[config.mk]
export PLATFORM = sky130hd
export DESIGN_NAME = if_hazard_ctrl
export DESIGN_NICKNAME = d
export VERILOG_FILES = /design/src/rtl/if_hazard_ctrl_pkg.sv /design/src/rtl/if_hazard_ctrl_hazard_detect.sv /design/src/rtl/if_hazard_ctrl.sv
export SDC_FILE = /design/constraint.sdc
export NUM_CORES = 1
export LEC_CHECK = 0
export CAP_MARGIN = 10
export CORE_ASPECT_RATIO = 0.6
export CORE_MARGIN = 4
export CORE_UTILIZATION = 36
export CTS_BUF_LIST = sky130_fd_sc_hd__clkbuf_4 sky130_fd_sc_hd__clkbuf_8 sky130_fd_sc_hd__clkbuf_16
export CTS_CLUSTER_DIAMETER = 200
export DETAILED_ROUTE_END_ITERATION = 7
export PLACE_DENSITY = 0.77
export SYNTH_ARGS = -nofsm -noshare
export SYNTH_HDL_FRONTEND = slang
export SYNTH_HIERARCHICAL = 1
export SYNTH_SLANG_ARGS = --single-unit
[constraint.sdc]
create_clock -name clk -period 2.75 [get_ports clk]
set_input_delay 0.275 -clock clk [delete_from_list [all_inputs] [get_ports clk]]
set_output_delay 0.275 -clock clk [all_outputs]
set_load 0.1 [all_outputs]
[src/rtl/if_hazard_ctrl_pkg.sv]
// Shared definitions for the instruction-fetch hazard controller.
package if_hazard_ctrl_pkg;

  typedef enum logic [1:0] {
    ST_RUN        = 2'd0,
    ST_LOAD_STALL = 2'd1,
    ST_MEM_WAIT   = 2'd2
  } state_t;

  localparam logic [31:0] RESET_PC   = 32'h0;
  localparam int unsigned REG_AW_DEF = 5;
  localparam int unsigned CNT_W      = 3;

  // A taken EX branch is older than the ID jump, so it always wins.
  function automatic logic [31:0] redirect_target(input logic        br,
                                                  input logic [31:0] br_pc,
                                                  input logic [31:0] jmp_pc);
    return br ? br_pc : jmp_pc;
  endfunction

endpackage

[src/rtl/if_hazard_ctrl_hazard_detect.sv]
// Combinational load-use comparator between the ID sources and the EX load destination.
module if_hazard_ctrl_hazard_detect #(
  parameter int unsigned REG_AW = 5
) (
  input  logic [REG_AW-1:0] id_rs,
  input  logic [REG_AW-1:0] id_rt,
  input  logic              id_use_rs,
  input  logic              id_use_rt,
  input  logic [REG_AW-1:0] ex_rd,
  input  logic              ex_mem_read,
  output logic              hazard
);

  logic rs_match;
  logic rt_match;

  always_comb begin
    rs_match = id_use_rs && (id_rs == ex_rd);
    rt_match = id_use_rt && (id_rt == ex_rd);
    hazard   = ex_mem_read && (ex_rd != '0) && (rs_match || rt_match);
  end

endmodule

[src/rtl/if_hazard_ctrl.sv]
// Fetch sequencing controller: load-use bubbles, jump/branch redirects, memory wait.
// Define IF_HAZARD_PERF_EN to add the perf_stall_cnt / perf_flush_cnt counters.
module if_hazard_ctrl
  import if_hazard_ctrl_pkg::*;
#(
  parameter int unsigned LOAD_STALL_CYCLES = 1,
  parameter int unsigned REG_AW            = REG_AW_DEF
) (
  input  logic              clk,
  input  logic              rst,
  input  logic [REG_AW-1:0] id_rs,
  input  logic [REG_AW-1:0] id_rt,
  input  logic              id_use_rs,
  input  logic              id_use_rt,
  input  logic [REG_AW-1:0] ex_rd,
  input  logic              ex_mem_read,
  input  logic              id_jump,
  input  logic [31:0]       id_jump_target,
  input  logic              ex_br_taken,
  input  logic [31:0]       ex_br_target,
  input  logic              mem_busy,
  output logic              stall,
  output logic              cond,
  output logic [31:0]       condNPC,
  output logic              stall_id,
  output logic              flush_id,
  output logic              flush_ex
`ifdef IF_HAZARD_PERF_EN
  ,
  output logic [31:0]       perf_stall_cnt,
  output logic [31:0]       perf_flush_cnt
`endif
);

  localparam logic [CNT_W-1:0] LS_INIT  = CNT_W'(LOAD_STALL_CYCLES - 1);
  localparam logic             LS_MULTI = (LOAD_STALL_CYCLES > 1);

  state_t           state;
  logic [CNT_W-1:0] cnt;
  logic             pend_valid;
  logic             pend_br;
  logic [31:0]      pend_pc;

  logic             hazard;
  logic             redirect;
  logic [31:0]      redirect_pc;
  logic             load_stall_req;

  if_hazard_ctrl_hazard_detect #(
    .REG_AW(REG_AW)
  ) u_hazard_detect (
    .id_rs       (id_rs),
    .id_rt       (id_rt),
    .id_use_rs   (id_use_rs),
    .id_use_rt   (id_use_rt),
    .ex_rd       (ex_rd),
    .ex_mem_read (ex_mem_read),
    .hazard      (hazard)
  );

  // MEM_WAIT with mem_busy low behaves exactly like RUN, so hazards and
  // redirects in the release cycle are handled without an extra bubble.
  always_comb begin
    redirect       = ex_br_taken || id_jump;
    redirect_pc    = redirect_target(ex_br_taken, ex_br_target, id_jump_target);
    load_stall_req = hazard && !ex_br_taken && !mem_busy;

    if (state == ST_LOAD_STALL) begin
      stall = 1'b1;
    end else begin
      stall = mem_busy || (hazard && !ex_br_taken);
    end
    stall_id = stall;

    cond    = !stall && (redirect || pend_valid);
    condNPC = '0;
    if (cond) begin
      condNPC = redirect ? redirect_pc : pend_pc;
    end
    flush_id = cond;
    flush_ex = (state == ST_LOAD_STALL) || load_stall_req || (!stall && ex_br_taken);
  end

  always_ff @(posedge clk) begin
    if (rst) begin
      state      <= ST_RUN;
      cnt        <= '0;
      pend_valid <= 1'b0;
      pend_br    <= 1'b0;
      pend_pc    <= RESET_PC;
    end else begin
      case (state)
        ST_LOAD_STALL: begin
          if (cnt <= CNT_W'(1)) begin
            cnt   <= '0;
            state <= mem_busy ? ST_MEM_WAIT : ST_RUN;
          end else begin
            cnt <= cnt - CNT_W'(1);
          end
        end
        default: begin
          if (mem_busy) begin
            state <= ST_MEM_WAIT;
          end else if (load_stall_req && LS_MULTI) begin
            state <= ST_LOAD_STALL;
            cnt   <= LS_INIT;
          end else begin
            state <= ST_RUN;
          end
        end
      endcase

      // A held jump is younger than a pending branch and must not replace it.
      if (stall) begin
        if (ex_br_taken) begin
          pend_valid <= 1'b1;
          pend_br    <= 1'b1;
          pend_pc    <= ex_br_target;
        end else if (id_jump && !(pend_valid && pend_br)) begin
          pend_valid <= 1'b1;
          pend_br    <= 1'b0;
          pend_pc    <= id_jump_target;
        end
      end else begin
        pend_valid <= 1'b0;
        pend_br    <= 1'b0;
      end
    end
  end

`ifdef IF_HAZARD_PERF_EN
  always_ff @(posedge clk) begin
    if (rst) begin
      perf_stall_cnt <= '0;
      perf_flush_cnt <= '0;
    end else begin
      if (stall) begin
        perf_stall_cnt <= perf_stall_cnt + 32'd1;
      end
      if (cond) begin
        perf_flush_cnt <= perf_flush_cnt + 32'd1;
      end
    end
  end
`endif

endmodule

After elaboration in Yosys (flattened, before gate mapping):

Cells that the tools add are included.

* bits of input ports: 87
* output and inout port bits: 37
* logic and storage cells: 50
* flip-flop bits (word level): 39

* reduce and logical (&&, ||, !) cells: 24
* order comparisons: 1
* mux-type cells: 14
* add/subtract/negate cells: 1
* bitwise logic cells: 1
* eq/ne operators: 4

Operator list (number)
* $mux W32: 5
* $eq A5 B5 Y1: 2
* $logic_and A1 B1 Y1: 10
* $logic_or A1 B1 Y1: 6
* $mux W2: 3
* $mux W1: 5
* $reduce_bool A5 Y1: 1
* $logic_not A1 Y1: 4
* $le A3 B1 Y1 const B: 1
* $mux W3: 1
* $sub A3 B1 Y3 const B: 1
* $eq A2 B1 Y1 const B: 1
* $ne A2 B1 Y1 const B: 1
* $reduce_and A2 Y1: 1
* $reduce_bool A2 Y1: 1
* $reduce_or A2 Y1: 1
* $not A1 Y1: 1

Longest topological paths before layout:

* depth in word-level cells: 10
* depth in mapped cells: 9
* gate-level depth less buffers: 7

Cells and area by module:

The synthesis kept the hierarchy.

Modules (own cells, without submodules)
* if_hazard_ctrl: cells an instance 345, sequential area each 680.7 µm², area an instance 2652.5 µm², instances 1
* if_hazard_ctrl_hazard_detect: cells an instance 17, sequential area each 0.0 µm², area an instance 133.9 µm², instances 1

Worst setup path before layout:

Ideal clock, no wire load.

* path type: input to output
* start: in ex_rd[0]
* end: out condNPC[21]
* path slack: -526 ps
* buffers on the path: 1
* data required time: 2475 ps
* data arrival time: 3001 ps
* stages: 7
* path through: or4_1 -> o21ai_1 -> a21oi_1 -> o21ba_2 -> o21ai_1 -> clkbuf_1 -> a21oi_1

* word-level cells in the longest chain between the ends: 10
* elaborated cells between the ends (all ways): 14

RTL lines
* from (decl): RTL line if_hazard_ctrl.sv:15 `input logic [REG_AW-1:0] ex_rd,`
* $eq A5 B5 Y1 (on tied branches): RTL line if_hazard_ctrl_hazard_detect.sv:18, if_hazard_ctrl_hazard_detect.sv:19
* $logic_and A1 B1 Y1 (on tied branches): RTL line if_hazard_ctrl_hazard_detect.sv:18, if_hazard_ctrl_hazard_detect.sv:19
* $logic_or A1 B1 Y1: RTL line if_hazard_ctrl_hazard_detect.sv:20 `hazard = ex_mem_read && (ex_rd != '0) && (rs_match || rt_match);`
* $logic_and A1 B1 Y1 *: RTL line if_hazard_ctrl_hazard_detect.sv:20
* via hazard: RTL line if_hazard_ctrl.sv:44 `logic hazard;`
* $logic_and A1 B1 Y1 *: RTL line if_hazard_ctrl.sv:71 `stall = mem_busy || (hazard && !ex_br_taken);`
* $logic_or A1 B1 Y1 *: RTL line if_hazard_ctrl.sv:71
* $mux W1 *: RTL line if_hazard_ctrl.sv:68 `if (state == ST_LOAD_STALL) begin`
* $logic_not A1 Y1 *: RTL line if_hazard_ctrl.sv:75 `cond = !stall && (redirect || pend_valid);`
* $logic_and A1 B1 Y1 *: RTL line if_hazard_ctrl.sv:75
* $mux W32 *: RTL line if_hazard_ctrl.sv:77 `if (cond) begin`
* to (decl): RTL line if_hazard_ctrl.sv:24 `output logic [31:0] condNPC,`

Mark *: on every way through the listed nets, which the timed path passes. The rest lies on a longest branch.

Worst setup path after layout:

* start: in id_rt[2]
* end: out condNPC[19]

* word-level cells in the longest chain between the ends: 10

RTL lines
* from (decl): RTL line if_hazard_ctrl.sv:12 `input logic [REG_AW-1:0] id_rt,`
* $eq A5 B5 Y1: RTL line if_hazard_ctrl_hazard_detect.sv:19 `rt_match = id_use_rt && (id_rt == ex_rd);`
* $logic_and A1 B1 Y1: RTL line if_hazard_ctrl_hazard_detect.sv:19
* $logic_or A1 B1 Y1: RTL line if_hazard_ctrl_hazard_detect.sv:20
* $logic_and A1 B1 Y1: RTL line if_hazard_ctrl_hazard_detect.sv:20
* via hazard: RTL line if_hazard_ctrl.sv:44
* $logic_and A1 B1 Y1: RTL line if_hazard_ctrl.sv:71
* $logic_or A1 B1 Y1: RTL line if_hazard_ctrl.sv:71
* $mux W1: RTL line if_hazard_ctrl.sv:68
* $logic_not A1 Y1: RTL line if_hazard_ctrl.sv:75
* $logic_and A1 B1 Y1: RTL line if_hazard_ctrl.sv:75
* $mux W32: RTL line if_hazard_ctrl.sv:77

The timed path passes the listed nets, and every way through them passes these cells.

==> flow_results.xml <==
<?xml version="1.0" encoding="UTF-8"?>
<metrics>
  <group name="global_route">
    <metric name="grt_pass1_vias" unit="">3026</metric>
    <metric name="antenna_found_initial" unit="">0</metric>
    <metric name="total_grt_overflow" unit="">0</metric>
    <metric name="grt_max_degree" unit="">38</metric>
    <metric name="grtUsageTotal" unit="%">19.7</metric>
    <metric name="grt_pass1_wl" unit="um">15100</metric>
  </group>
  <group name="worst_setup_path">
    <metric name="crit_path_max_fanout" unit="">8</metric>
    <metric name="critPathCaptureType" unit="">output port</metric>
    <metric name="critical_register_to_register_path_endpoint" unit="">pend_pc[10]</metric>
    <metric name="critPathRequiredTime" unit="ns">2.48</metric>
    <metric name="r2r-start" unit="">pend_valid</metric>
    <metric name="critPathLaunchType" unit="">input port</metric>
    <metric name="worst-r2r-setup-slack" unit="ns">0.92</metric>
    <metric name="cp.arrival" unit="ns">2.32</metric>
    <metric name="r2r_cells" unit="">3</metric>
    <metric name="type_of_the_setup_path_with_the_least_slack" unit="">in -&gt; out</metric>
  </group>
  <group name="route">
    <metric name="drt_iter0_drc" unit="">243</metric>
    <metric name="route.final.wire_length" unit="um">9590</metric>
    <metric name="final_antenna_net_count" unit="">0</metric>
    <metric name="dr.pass1.iters" unit="">5</metric>
    <metric name="wl_per_cell" unit="um">16.7</metric>
    <metric name="vias_per_cell" unit="">5.35</metric>
    <metric name="drc" unit="">0</metric>
    <metric name="route.vias.total" unit="">3070</metric>
  </group>
  <group name="clocking">
    <metric name="clock_path_buffers" unit="">2</metric>
    <metric name="clock_tree_from_tritoncts" unit="">done</metric>
    <metric name="cts_buffers" unit="">5</metric>
    <metric name="clk_latency" unit="ns">0.27</metric>
    <metric name="tritoncts_num_sinks" unit="">34</metric>
    <metric name="cts_root_buf" unit="">clkbuf_16</metric>
    <metric name="ctsHtreeMaxLevel" unit="">2</metric>
    <metric name="post_cts_hold_buffer_count" unit="">0</metric>
    <metric name="clkSlewWorstSetupHoldPaths" unit="ns">0.05</metric>
  </group>
  <group name="sta">
    <metric name="finalCritPeriodShare" unit="%">94.2</metric>
    <metric name="slew_headroom" unit="%">34.5</metric>
    <metric name="maxClockFrequency" unit="GHz">0.386</metric>
    <metric name="time_the_final_worst_path_needs_with_i_o_delays_and_setup" unit="ns">2.59</metric>
    <metric name="setup_viol_count_final" unit="">0</metric>
    <metric name="worst_clock_skew" unit="ns">0.00387</metric>
    <metric name="report.final.slew_viol_count" unit="">0</metric>
    <metric name="tightest_slew" unit="ns">0.983</metric>
    <metric name="setup_slack" unit="ns">0.159</metric>
    <metric name="final-hold-violation-count" unit="">0</metric>
    <metric name="setup_tns" unit="ns">0</metric>
    <metric name="hold-worst-slack" unit="ns">0.458</metric>
    <metric name="grt_setup_unrepaired" unit="">false</metric>
  </group>
  <group name="flow_run">
    <metric name="maximum_capacitance_violations" unit="">0</metric>
  </group>
  <group name="yosys">
    <metric name="synthesis.nets" unit="">449</metric>
    <metric name="netlist-cell-type-count" unit="">28</metric>
    <metric name="yosys_warn_count" unit="">6</metric>
    <metric name="postSynthCellCount" unit="">362</metric>
    <metric name="seq_area_frac_synth" unit="%">24.4</metric>
    <metric name="synth_seq_cells" unit="">34</metric>
    <metric name="cell_area_after_technology_mapping" unit="sq mm">0.00279</metric>
    <metric name="dominantRegCellSynth" unit="">dfxtp_1</metric>
    <metric name="syn_area_per_cell" unit="sq um">7.70</metric>
    <metric name="synth-edff-count" unit="">0</metric>
    <metric name="async_flop_share" unit="%">0</metric>
  </group>
  <group name="floorplan">
    <metric name="ios" unit="">124</metric>
    <metric name="floorplan.core_area" unit="sq mm">0.00739</metric>
    <metric name="fp.dieArea" unit="sq mm">0.00926</metric>
    <metric name="die_height" unit="um">76.1</metric>
    <metric name="initial_utilization" unit="%">37.7</metric>
    <metric name="floorplan_row_count" unit="">24</metric>
    <metric name="die_width" unit="um">122</metric>
  </group>
  <group name="final_layout">
    <metric name="stdcell_count" unit="">574</metric>
    <metric name="combined_area_of_the_multi_input_logic_cells" unit="sq mm">0.00183</metric>
    <metric name="antenna_cells" unit="">0</metric>
    <metric name="filler_cell_count" unit="">631</metric>
    <metric name="register_area" unit="sq um">681</metric>
    <metric name="final_layout_size_suffix_gt1_share" unit="%">29.4</metric>
    <metric name="num-nets-final" unit="">556</metric>
    <metric name="fin_util" unit="%">63.0</metric>
    <metric name="post_synthesis_to_final_layout_area_growth" unit="%">67.0</metric>
  </group>
  <group name="pwr">
    <metric name="internal-power" unit="W">0.00128</metric>
    <metric name="switching_share" unit="%">36.8</metric>
    <metric name="p_sw" unit="W">0.000745</metric>
    <metric name="power_density" unit="mW/mm^2">435</metric>
    <metric name="peakVddDrop" unit="mV">0.275</metric>
    <metric name="p_leak" unit="nW">1.76</metric>
    <metric name="share_seq_of_total_power" unit="%">27.3</metric>
    <metric name="clockPowerShare" unit="%">27.9</metric>
    <metric name="share_comb_of_total_power" unit="%">44.9</metric>
  </group>
  <group name="placed_design">
    <metric name="placement.io_buffers" unit="">123</metric>
    <metric name="dpl.cell_count" unit="">565</metric>
    <metric name="detailed_placement_wirelength_estimate" unit="um">7000</metric>
    <metric name="final_weighted_congestion_in_routability_driven_placement" unit="">0.877</metric>
    <metric name="dpl_worst_slack" unit="ns">-0.0806</metric>
  </group>
  <group name="hold_path">
    <metric name="min_from" unit="">pend_pc[3]</metric>
    <metric name="worstHoldPathCells" unit="">2</metric>
    <metric name="hold_path_class" unit="">reg -&gt; reg</metric>
    <metric name="endpoint_with_the_worst_hold_slack" unit="">pend_pc[3]</metric>
  </group>
  <group name="status">
    <metric name="run_status" unit="">completed</metric>
  </group>
</metrics>
==> area by class of cell <==
class,count,share of cell area [%]
inverter,36,2.98
timing repair buffer,137,37.0
multi-input combinational,255,39.4
sequential,34,14.6
clock inverter,1,0.108
clock buffer,7,3.15
tap,104,2.80
==> worst max path at each step <==
stage,from,to,slack [ns],cells past startpoint
5_1_grt,id_rt[2],cond,0.01,10
3_3_place_gp,ex_rd[0],condNPC[23],-0.04,9
2_1_floorplan,ex_rd[0],condNPC[10],-0.49,7
4_1_cts,ex_rd[0],condNPC[13],-0.02,9
3_5_place_dp,ex_rd[0],pend_pc[10],-0.08,9
6_report,id_rt[2],condNPC[19],0.16,10
==> stage by stage <==
step / power (W) / instance area [sq um]
final: 0.00203 / 4650
after global routing: 0.00212 / 4650
after CTS: 0.00203 / 4610
after detailed placement: 0.00146 / 4430
after global placement: 0.00144 / 4430
after floorplan: 0.00111 / 2810
==> sequential cells by signal, indices dropped and copies added (netlist names) <==
name,cells
pend_valid,1
pend_pc,32
pend_br,1
==> per-layer routing <==
| metal | share of wire, % | wire, um | global-route usage, % |
|---|---|---|---|
| met4 | 0.25 | 24 | 2.35 |
| met5 | 0 | 0 | 0 |
| met2 | 45 | 4310 | 31.9 |
| met3 | 10 | 984 | 5.79 |
| met1 | 45 | 4270 | 26.8 |
==> what timing repair did <==
action                     4_1_cts  5_1_grt
pin swaps                        0        4
resized for setup                6       13
setup endpoints to repair       24       37
buffers inserted                 0        0
hold endpoints to repair         0        0
cloned                           0        1
==> cell families after synthesis <==
group	count (synthesis)	share of synthesized area (%)
xor+xnor	10	3.14
flops	34	24.4
mux	32	12.9
buf+inv	73	11.5
simple gates	77	11.3
compound gates	136	36.7
==> placed cells by master (no fill, tap or decap), types with 2 or more instances in the layout <==
cell	instances
dfxtp_1	34
clkdlybuf4s50_1	79
a221oi_2	30
a21oi_2	7
nand3_1	2
clkbuf_16	5
a221oi_1	2
dlymetal6s2s_1	5
o21ai_0	64
a21oi_1	27
nor2_1	3
buf_2	2
mux2_2	32
xnor2_1	2
inv_1	34
buf_4	12
xor2_1	8
nand2_1	64
buf_12	37
nor3_1	3
==> power groups by stage <==
stage	registers, W	clock network, W	logic, W
final	0.000552	0.000565	0.000909
after CTS	0.000551	0.000577	0.000902
after detailed placement	0.000562	0	0.000894
after global routing	0.000556	0.000607	0.000955
after floorplan	0.000556	0	0.000550
after global placement	0.000559	0	0.000880
==> cell usage after synthesis (2+ instances only) <==
library cell	count	area, sq um
nand2_1	64	240
o21ai_0	64	320
inv_1	36	135
a21oi_1	34	170
dfxtp_1	34	681
mux2_2	32	360
a221oi_2	30	450
clkbuf_1	24	90.1
xor2_1	8	70.1
buf_2	4	20.0
buf_6	4	45.0
buf_4	3	22.5
nor2_1	3	11.3
nor3_1	3	15.0
a221oi_1	2	17.5
buf_1	2	7.51
nand3_1	2	10.0
o21ai_1	2	10.0
xnor2_1	2	17.5
==> critical path, stage by stage <==
cell and delay [ns]:
clkdlybuf4s50_1 0.42, xor2_1 0.15, nor4_1 0.28, nand3_1 0.12
a21oi_2 0.18, o21ba_4 0.18, o21ai_4 0.20, buf_4 0.22
a21oi_1 0.09, buf_12 0.18
(Power assumes the default switching activity.)
